**config.mk**
```make
export PLATFORM = sky130hd
export DESIGN_NAME = path_egress_buffer
export DESIGN_NICKNAME = d
export VERILOG_FILES = /design/src/rtl/path_egress_pkg.sv /design/src/rtl/path_egress_fifo.sv /design/src/rtl/path_egress_buffer.sv
export SDC_FILE = /design/constraint.sdc
export NUM_CORES = 2
export LEC_CHECK = 0
export ABC_CLOCK_PERIOD_IN_PS = 82100
export CORE_MARGIN = 1.5
export CORE_UTILIZATION = 63
export DETAILED_ROUTE_END_ITERATION = 8
export GPL_TIMING_DRIVEN = 0
export HOLD_SLACK_MARGIN = 0.05
export MAX_ROUTING_LAYER = met4
export PLACE_DENSITY = 0.86
export REMOVE_ABC_BUFFERS = 1
export SYNTH_ARGS = -nofsm -noshare
export SYNTH_HDL_FRONTEND = slang
export SYNTH_SLANG_ARGS = --single-unit
```
**constraint.sdc**
```tcl
create_clock -name iClk -period 82.1 [get_ports iClk]
set_clock_uncertainty 0.1 [all_clocks]
set_input_delay 16.42 -clock iClk [delete_from_list [all_inputs] [get_ports iClk]]
set_output_delay 16.42 -clock iClk [all_outputs]
set_load 0.01 [all_outputs]
```
**src/rtl/path_egress_pkg.sv**
```systemverilog
// Shared constants and types for the per-path egress buffer.
// The optional drop-counter feature is selected with PATH_EGRESS_DROP_CNT_EN.
package path_egress_pkg;

  localparam int PATH_COUNT_DEF = 4;
  localparam int DATA_WIDTH_DEF = 64;
  localparam int DEPTH_DEF      = 4;
  localparam int CNT_WIDTH_DEF  = 16;
  localparam int PTR_WIDTH_DEF  = $clog2(DEPTH_DEF);

  // One data word as delivered by the router
  typedef logic [DATA_WIDTH_DEF-1:0] word_t;
  // Read/write pointer: wraps naturally because DEPTH is a power of two
  typedef logic [PTR_WIDTH_DEF-1:0]  ptr_t;
  // Occupancy: one extra bit so that DEPTH itself is representable
  typedef logic [PTR_WIDTH_DEF:0]    count_t;

endpackage

```
**src/rtl/path_egress_fifo.sv**
```systemverilog
// Single-path FIFO for the egress buffer. Accepts a push while full only if
// the head is popped in the same cycle; otherwise flags the word as dropped.
module path_egress_fifo
  import path_egress_pkg::*;
#(
  parameter int DATA_WIDTH = DATA_WIDTH_DEF,
  parameter int DEPTH      = DEPTH_DEF
) (
  input  logic                       i_clk,
  input  logic                       i_rst,
  input  logic                       i_push,
  input  logic [DATA_WIDTH-1:0]      i_data,
  input  logic                       i_rdy,
  output logic [DATA_WIDTH-1:0]      o_data,
  output logic                       o_full,
  output logic [$clog2(DEPTH):0]     o_count,
  output logic                       o_drop
);

  localparam int PW = $clog2(DEPTH);
  localparam int CW = PW + 1;

  logic [DATA_WIDTH-1:0] r_mem [DEPTH];
  logic [PW-1:0]         r_wr_ptr;
  logic [PW-1:0]         r_rd_ptr;
  logic [CW-1:0]         r_count;
  logic                  r_full;

  logic                  w_vld;
  logic                  w_pop;
  logic                  w_push_ok;
  logic [CW-1:0]         w_count_nxt;

  // Decide pop/accept/drop for this cycle and the next occupancy
  always_comb begin
    w_vld       = (r_count != {CW{1'b0}});
    w_pop       = w_vld & i_rdy;
    w_push_ok   = i_push & (~r_full | w_pop);
    o_drop      = i_push & r_full & ~w_pop;
    w_count_nxt = r_count;
    if (w_push_ok && !w_pop) begin
      w_count_nxt = r_count + CW'(1);
    end else if (!w_push_ok && w_pop) begin
      w_count_nxt = r_count - CW'(1);
    end else begin
      w_count_nxt = r_count;
    end
  end

  // Pointer, occupancy and full-flag state
  always_ff @(posedge i_clk or posedge i_rst) begin
    if (i_rst) begin
      r_wr_ptr <= {PW{1'b0}};
      r_rd_ptr <= {PW{1'b0}};
      r_count  <= {CW{1'b0}};
      r_full   <= 1'b0;
    end else begin
      if (w_push_ok) begin
        r_wr_ptr <= r_wr_ptr + PW'(1);
      end
      if (w_pop) begin
        r_rd_ptr <= r_rd_ptr + PW'(1);
      end
      r_count <= w_count_nxt;
      r_full  <= (w_count_nxt == CW'(DEPTH));
    end
  end

  // Storage; reset to zero so the head word is never X
  always_ff @(posedge i_clk or posedge i_rst) begin
    if (i_rst) begin
      for (int i = 0; i < DEPTH; i++) begin
        r_mem[i] <= {DATA_WIDTH{1'b0}};
      end
    end else if (w_push_ok) begin
      r_mem[r_wr_ptr] <= i_data;
    end
  end

  assign o_data  = r_mem[r_rd_ptr];
  assign o_full  = r_full;
  assign o_count = r_count;

endmodule

```
**src/rtl/path_egress_buffer.sv**
```systemverilog
// Per-path egress buffer downstream of the packet router: steers the shared
// data bus into one FIFO per path and counts words dropped at full paths.
// Optional feature macro: PATH_EGRESS_DROP_CNT_EN (drop counters + iDropClr).
module path_egress_buffer
  import path_egress_pkg::*;
#(
  parameter int PATH_COUNT = PATH_COUNT_DEF,
  parameter int DATA_WIDTH = DATA_WIDTH_DEF,
  parameter int DEPTH      = DEPTH_DEF,
  parameter int CNT_WIDTH  = CNT_WIDTH_DEF
) (
  input  logic                                  iClk,
  input  logic                                  iRst,
  input  logic [DATA_WIDTH-1:0]                 iData,
  input  logic [PATH_COUNT-1:0]                 iDataVld,
  output logic [PATH_COUNT-1:0][DATA_WIDTH-1:0] oPathData,
  output logic [PATH_COUNT-1:0]                 oPathVld,
  input  logic [PATH_COUNT-1:0]                 iPathRdy,
  output logic [PATH_COUNT-1:0]                 oPathFull,
  input  logic                                  iDropClr,
  output logic [PATH_COUNT-1:0][CNT_WIDTH-1:0]  oDropCnt
);

  localparam int CW = $clog2(DEPTH) + 1;

  logic [PATH_COUNT-1:0][CW-1:0] w_count;
  logic [PATH_COUNT-1:0]         w_drop;

  for (genvar p = 0; p < PATH_COUNT; p++) begin : g_path
    path_egress_fifo #(
      .DATA_WIDTH (DATA_WIDTH),
      .DEPTH      (DEPTH)
    ) u_fifo (
      .i_clk   (iClk),
      .i_rst   (iRst),
      .i_push  (iDataVld[p]),
      .i_data  (iData),
      .i_rdy   (iPathRdy[p]),
      .o_data  (oPathData[p]),
      .o_full  (oPathFull[p]),
      .o_count (w_count[p]),
      .o_drop  (w_drop[p])
    );
    assign oPathVld[p] = (w_count[p] != {CW{1'b0}});
  end

`ifdef PATH_EGRESS_DROP_CNT_EN
  logic [PATH_COUNT-1:0][CNT_WIDTH-1:0] r_drop_cnt;

  // Saturating per-path drop counters; a clear beats a coincident drop
  always_ff @(posedge iClk or posedge iRst) begin
    if (iRst) begin
      r_drop_cnt <= {(PATH_COUNT*CNT_WIDTH){1'b0}};
    end else if (iDropClr) begin
      r_drop_cnt <= {(PATH_COUNT*CNT_WIDTH){1'b0}};
    end else begin
      for (int p = 0; p < PATH_COUNT; p++) begin
        if (w_drop[p] && (r_drop_cnt[p] != {CNT_WIDTH{1'b1}})) begin
          r_drop_cnt[p] <= r_drop_cnt[p] + CNT_WIDTH'(1);
        end
      end
    end
  end

  assign oDropCnt = r_drop_cnt;
`else
  logic w_unused;

  // Without counters the drop flags and clear have no consumer
  assign w_unused = &{1'b0, w_drop, iDropClr};
  assign oDropCnt = {(PATH_COUNT*CNT_WIDTH){1'b0}};
`endif

endmodule
```
==> metrics.cfg <==
[sta]
slew_headroom_pct=4.71
tightest_slew_ps=1430
fin_crit_sh_pct=24.0
period_needed_ps=19720
clock.fmax_mhz=50.7
rsz0062_at_grt=false
fin_tns_setup_ps=0
setup_viol=0
drv_slew=0
finalHoldViolCount=0

[floorplan]
die_x_um=276
die_y_um=276
start_util_pct=64.1
io_pins=403
core_area_um2=73300
num_rows=99
dieArea_um2=76200

[route]
wirelength_um=113000
vias=25600
drc=0
viasPerCell=6.28
routedWlPerCell_um=27.7
first_pass_iters=6
drt_iter0_markers=1807
ant_nets=0

[power_and_ir_drop]
p_sw_share_pct=32.2
ir_drop_uv=36.5
pwr-share-clk_pct=19.1
p_seq_share_pct=36.5
static-leakage-power_nw=23.0
switchingPower_uw=850
p_comb_share_pct=44.4
power_density_nw_per_um2=48.7
p_int_mw=1.79

[synth]
syn-cell-area_um2=47000
synth_common_cells=1,056 x dfrtp_1, 939 x mux2_2, 256 x mux4_2
yosysSeqAreaShare_pct=56.3
ys.flop_type=dfrtp_1
async_flop_share_pct=100
synth.most_common_cell=dfrtp_1
synth_edf_count=0
yosys_warnings=0
synth_area_per_cell_um2=16.8
syn-instance-count=2791
synth_top_cell_by_area=dfrtp_1
synth_cell_types=39
synth_top_area_share_pct=56.3
ys_ff_latch=1056
synth_area_leaders=dfrtp_1 56%, mux2_2 23%, mux4_2 12%

[grt]
grt.overflow.total=0
antenna_found_initial=8
grt_pass1_vias=28800
grt_pass1_wl_um=175000
groute.usage.overall_pct=31.2
grt_max_degree=142

[final_layout]
regArea_um2=26500
final_area_um2=54200
multiInputGateArea_um2=18900
layout-drive-gt1-share_pct=46.5
nets=3130
fill_cells=4194
synthToLayoutAreaGrowth_pct=15.4

[place]
dp_hpwl_um=63700
place_congestion=0.806
io_buffers=337
placed_cell_area_um2=50500

[critical_path]
endpoint_kind=output pin
reg2reg_slack_ps=78760
startpoint_type=flop
cp_slowest_stage_delay_ps=1000
critical_path_class=flop to output pin
cp.required_ps=65580
crit_buf_inv=2
crit_family=flip-flops
cp_slowest_cell=dfrtp_4
crit_chain=buf_16 -> mux4_2 -> clkdlybuf4s50_1
crit_fanout=36
cp.arrival_ps=3200

[clock_tree]
clock_sinks=1056
clk_path_buf_depth=3
clock_latency_ps=670
tritoncts.num_buffers=106
cts_setup_buffers=0
root_buffer=clkbuf_16
cts.clk_slew.worst_paths_ps=60
cts_resized=0
htreeDepth=3
postCtsHoldBufs=0
cts_tree=built

[outcome]
status=finished clean

[run]
cap_viol_max_count=0

[hold_path]
hp-class=flop to flop

==> area by class of cell <==
type / instances / share of cell area (%)
Antenna cell: 8 / 0.0369
Clock buffer: 168 / 6.07
Clock inverter: 26 / 0.734
Inverter: 23 / 0.173
Multi-Input combinational cell: 1485 / 34.9
Sequential cell: 1056 / 48.8
Tap cell: 959 / 2.21
Timing Repair Buffer: 355 / 7.10
==> state kept, by name (all words and copies together) (netlist names) <==
register,count
g_path.u_fifo.r_rd_ptr,8
g_path.u_fifo.o_count,12
g_path.u_fifo.r_wr_ptr,8
g_path.u_fifo.r_mem,1024
g_path.u_fifo.o_full,4
==> worst register-to-register path, stage by stage (launching register included) <==
cell	delay [ps]
dfrtp_1	420
inv_1	130
ha_1	200
nand2b_1	250
nand2_2	160
a21oi_4	460
nand2_4	850
mux2_2	650
==> power groups by stage <==
stage	combinational, mW	clock (mW)	sequential, mW
floorplan	0.684	0	0.930
global placement	1.10	0	0.988
detailed placement	1.17	0	0.966
CTS	1.18	0.510	0.962
global route	1.23	0.531	0.995
finish	1.17	0.505	0.964
==> metrics by stage <==
stage          hold slack, ps  total power [mW]  worst slack, ps  utilization (%)  cells
6_report                  390              2.64            62380             73.9   4080
2_1_floorplan             345              1.61            35860                -   2564
3_3_place_gp              363              2.09            28310             68.1   3860
5_1_grt                   401              2.75            62240             73.9   4080
3_5_place_dp              381              2.13            62250             68.8   3878
4_1_cts                   391              2.65            62310             73.9   4072
==> layer usage <==
layer  global-route usage (%)  part of all wire, %
met2                     51.7                   52
met5                        -                    0
met3                     5.72                  5.4
met4                     11.3                  3.2
met1                     38.8                   40
==> kinds of logic (layout without fill, tap and decap cells) <==
logic type / after synthesis / after routing / share of synthesized area (%)
compound gates: 36 / 36 / 0.589
other cells: 1 / 72 / 0.00798
mux: 1282 / 1282 / 37.1
xor+xnor: 19 / 19 / 0.354
fa+ha+maj: 28 / 28 / 0.746
buf+inv: 313 / 572 / 4.04
simple gates: 56 / 56 / 0.852
flops: 1056 / 1056 / 56.3
==> final timing paths <==
check / startpoint / to / cells past startpoint
worst max-delay path: g_path[2].u_fifo.r_rd_ptr[1]$_DFFE_PP0P_ / oPathData[145] / 3
worst min-delay path: g_path[2].u_fifo.r_mem[79]$_DFFE_PP0P_ / g_path[2].u_fifo.r_mem[79]$_DFFE_PP0P_ / 1
worst max register to register: g_path[0].u_fifo.o_count[1]$_DFF_PP0_ / g_path[0].u_fifo.r_mem[175]$_DFFE_PP0P_ / 7
worst min register to register: g_path[2].u_fifo.r_mem[79]$_DFFE_PP0P_ / g_path[2].u_fifo.r_mem[79]$_DFFE_PP0P_ / 1
max in group asynchronous: iRst / g_path[2].u_fifo.r_rd_ptr[0]$_DFFE_PP0P_ / 6
min in group asynchronous: iRst / g_path[1].u_fifo.r_mem[155]$_DFFE_PP0P_ / 2
==> cells in the final DEF (no fill, tap or decap), types with 10 or more instances in the layout <==
cell type        instances
mux2_2                 939
conb_1                  64
xnor2_1                 18
mux4_2                 256
mux2_1                  51
nand2_1                 11
ha_1                    28
inv_1                   22
clkbuf_8                30
dfrtp_1               1048
bufinv_16               10
mux2_4                  35
clkdlybuf4s50_1        337
o21ai_0                 12
clkbuf_1                27
buf_16                  15
clkbuf_16              111
nand2_4                 15
clkinv_2                11
No activity file was read; power rests on OpenSTA's default activity.
==> patch: new RTL, same settings <==
The option `PATH_EGRESS_DROP_CNT_EN` is turned on by a define.
--- a/src/rtl/path_egress_buffer.sv
+++ b/src/rtl/path_egress_buffer.sv
@@ -1,6 +1,8 @@
 // Per-path egress buffer downstream of the packet router: steers the shared
 // data bus into one FIFO per path and counts words dropped at full paths.
 // Optional feature macro: PATH_EGRESS_DROP_CNT_EN (drop counters + iDropClr).
+`define PATH_EGRESS_DROP_CNT_EN
+
 module path_egress_buffer
   import path_egress_pkg::*;
 #(
Check against the original RTL: not settled (the Yosys comparison gave no result); the edit may change what the design does.
==> patch against the original RTL <==
Via count rose by 12%; wire length rose by 11%; non-clock buffer count rose by 71; final area rose by 9.5%; worst setup slack got worse by 0.062 ns; total power rose by 5.1%; sequential cell count rose by 64; synthesized area rose by 8.4%; critical endpoint is now oPathData[97]; highest routed layer unchanged.
==> patch: results (changes against the original RTL) <==
[drt]
dr.first_iter.drc_count=1856  ; +2.7%
wl_met2_um=62500  ; +7.3%
wl_per_cell_um=27.5  ; -0.63%
num_vias=28800  ; +12%
first_pass_iters=7  ; +1
met3WireLength_um=8000  ; +31%

[pwr]
switching_power_uw=892  ; +5.0%
vdd_drop_max_mv=0.0231  ; -37%
p_leak_nw=25.5  ; +11%

[synth]
synthTopCellsByCount=dfrtp_1, mux2_2, mux4_2, mux2_4, clkbuf_1
yosysSeqAreaShare=0.550  ; -0.0122
syn_avg_cell_area_um2=16.4  ; -2.3%
ys_types=69  ; +77%
synth.area.top_cells=dfrtp_1, mux2_2, mux4_2

[sta]
whs_ns=0.391  ; +0.000406 ns
maxSlewHeadroom=0.0650  ; +0.0179

[worst_setup_path]
timing.rr.start=g_path[3].u_fifo.o_count[1]
reg2reg_slack_ns=78.79  ; +0.03 ns
r2r_cells=8  ; +1
crit_arrival_ns=3.26  ; +0.06 ns
rr_endpoint=g_path[3].u_fifo.r_mem[173]

[placed_design]
dp_hpwl_um=73300  ; +15%
port-buffer-count=402  ; +19%

[finish]
largest_reg_flops=1024  ; unchanged
nNetsFinal=3500  ; +12%
fillers=4589  ; +9.4%
final_cells=4549  ; +11%
drive_above_1_share=0.428  ; -0.0371

[global_route]
grt_util_met3=0.0706  ; +0.0134
grt_use_met2=0.510  ; -0.00641
grt_pass1_wl_um=195000  ; +11%
grt_max_degree=149  ; +4.9%
grt_pass1_vias=31800  ; +10%
grtUsageMet1=0.417  ; +0.0286

[clock_tree]
post-cts-setup-buffers=0  ; unchanged
cts_inserted_buffers=111  ; +4.7%

[status]
outcome=finished, final reports clean

[worst_hold_path]
worstHoldEndpoint=g_path[2].u_fifo.r_mem[209]
hp-start=g_path[2].u_fifo.r_mem[209]

==> patch: changes by cell type after synthesis, sizes merged, moves of 17 or more <==
| cell | before | now |
|---|---|---|
| buf | 207 | 139 |
| nor2 | 0 | 65 |
| dfrtp | 1056 | 1120 |
| xnor2 | 18 | 44 |
| clkbuf | 83 | 104 |
| nand4 | 0 | 21 |
| xor2 | 1 | 22 |
| nand3 | 8 | 27 |
| nand2 | 31 | 48 |
==> patch: metrics by stage <==
step | cell area (µm²) | util | worst slack [ns] | total power, mW
4_1_cts | 59400 | 0.739 | 62.23 | 2.79
3_5_place_dp | 55400 | 0.690 | 62.61 | 2.23
3_3_place_gp | 54700 | 0.682 | 25.99 | 2.18
6_report | 59400 | 0.739 | 62.32 | 2.78
2_1_floorplan | 49400 | - | 34.04 | 1.69
5_1_grt | 59400 | 0.739 | 62.14 | 2.89
==> patch: cells by family (layout without fill, tap and decap cells) <==
logic type	count (synthesis)	in the layout	share of synthesized area
mux	1282	1282	0.358
flops	1120	1120	0.550
buf+inv	275	663	0.0329
simple gates	237	237	0.0272
compound gates	85	85	0.0127
xor+xnor	66	66	0.0114
fa+ha+maj	32	32	0.00786
other cells	0	4	0
==> patch: worst max-delay path: cells and delay by family, from the launching register on <==
| kind | cells | cell delay [ns] |
|---|---|---|
| buf+inv | 2 | 0.94 |
| mux | 1 | 0.57 |
| flops | 1 | 1.04 |
==> patch: how the worst max path moves through the flow <==
stage / start / endpoint / slack (ns) / depth (start not counted)
after floorplan: iRst / g_path[0].u_fifo.o_count[0] / 34.04 / 1
after global placement: iRst / g_path[1].u_fifo.r_mem[160] / 25.99 / 2
after detailed placement: iPathRdy[2] / g_path[2].u_fifo.r_mem[219] / 62.61 / 5
after CTS: g_path[3].u_fifo.r_rd_ptr[0] / oPathData[234] / 62.23 / 3
after global routing: g_path[3].u_fifo.r_rd_ptr[0] / oPathData[234] / 62.14 / 3
final: g_path[1].u_fifo.r_rd_ptr[0] / oPathData[97] / 62.32 / 3
==> patch: area by class of cell <==
cell class,count,area [µm²],share of cell area
antenna,4,10.0,0.000169
tap,1060,1330,0.0223
timing repair buffer,426,4650,0.0783
clock buffer,166,3400,0.0573
inverter,32,130,0.00219
sequential,1120,28100,0.473
clock inverter,39,552,0.00929
multi-input combinational,1702,21200,0.358
==> patch: power by group through the flow <==
stage / clock [mW] / combinational, mW / sequential, mW
2_1_floorplan: 0 / 0.728 / 0.966
3_3_place_gp: 0 / 1.16 / 1.03
3_5_place_dp: 0 / 1.22 / 1.00
4_1_cts: 0.548 / 1.24 / 1.00
5_1_grt: 0.571 / 1.29 / 1.03
6_report: 0.542 / 1.23 / 1.00
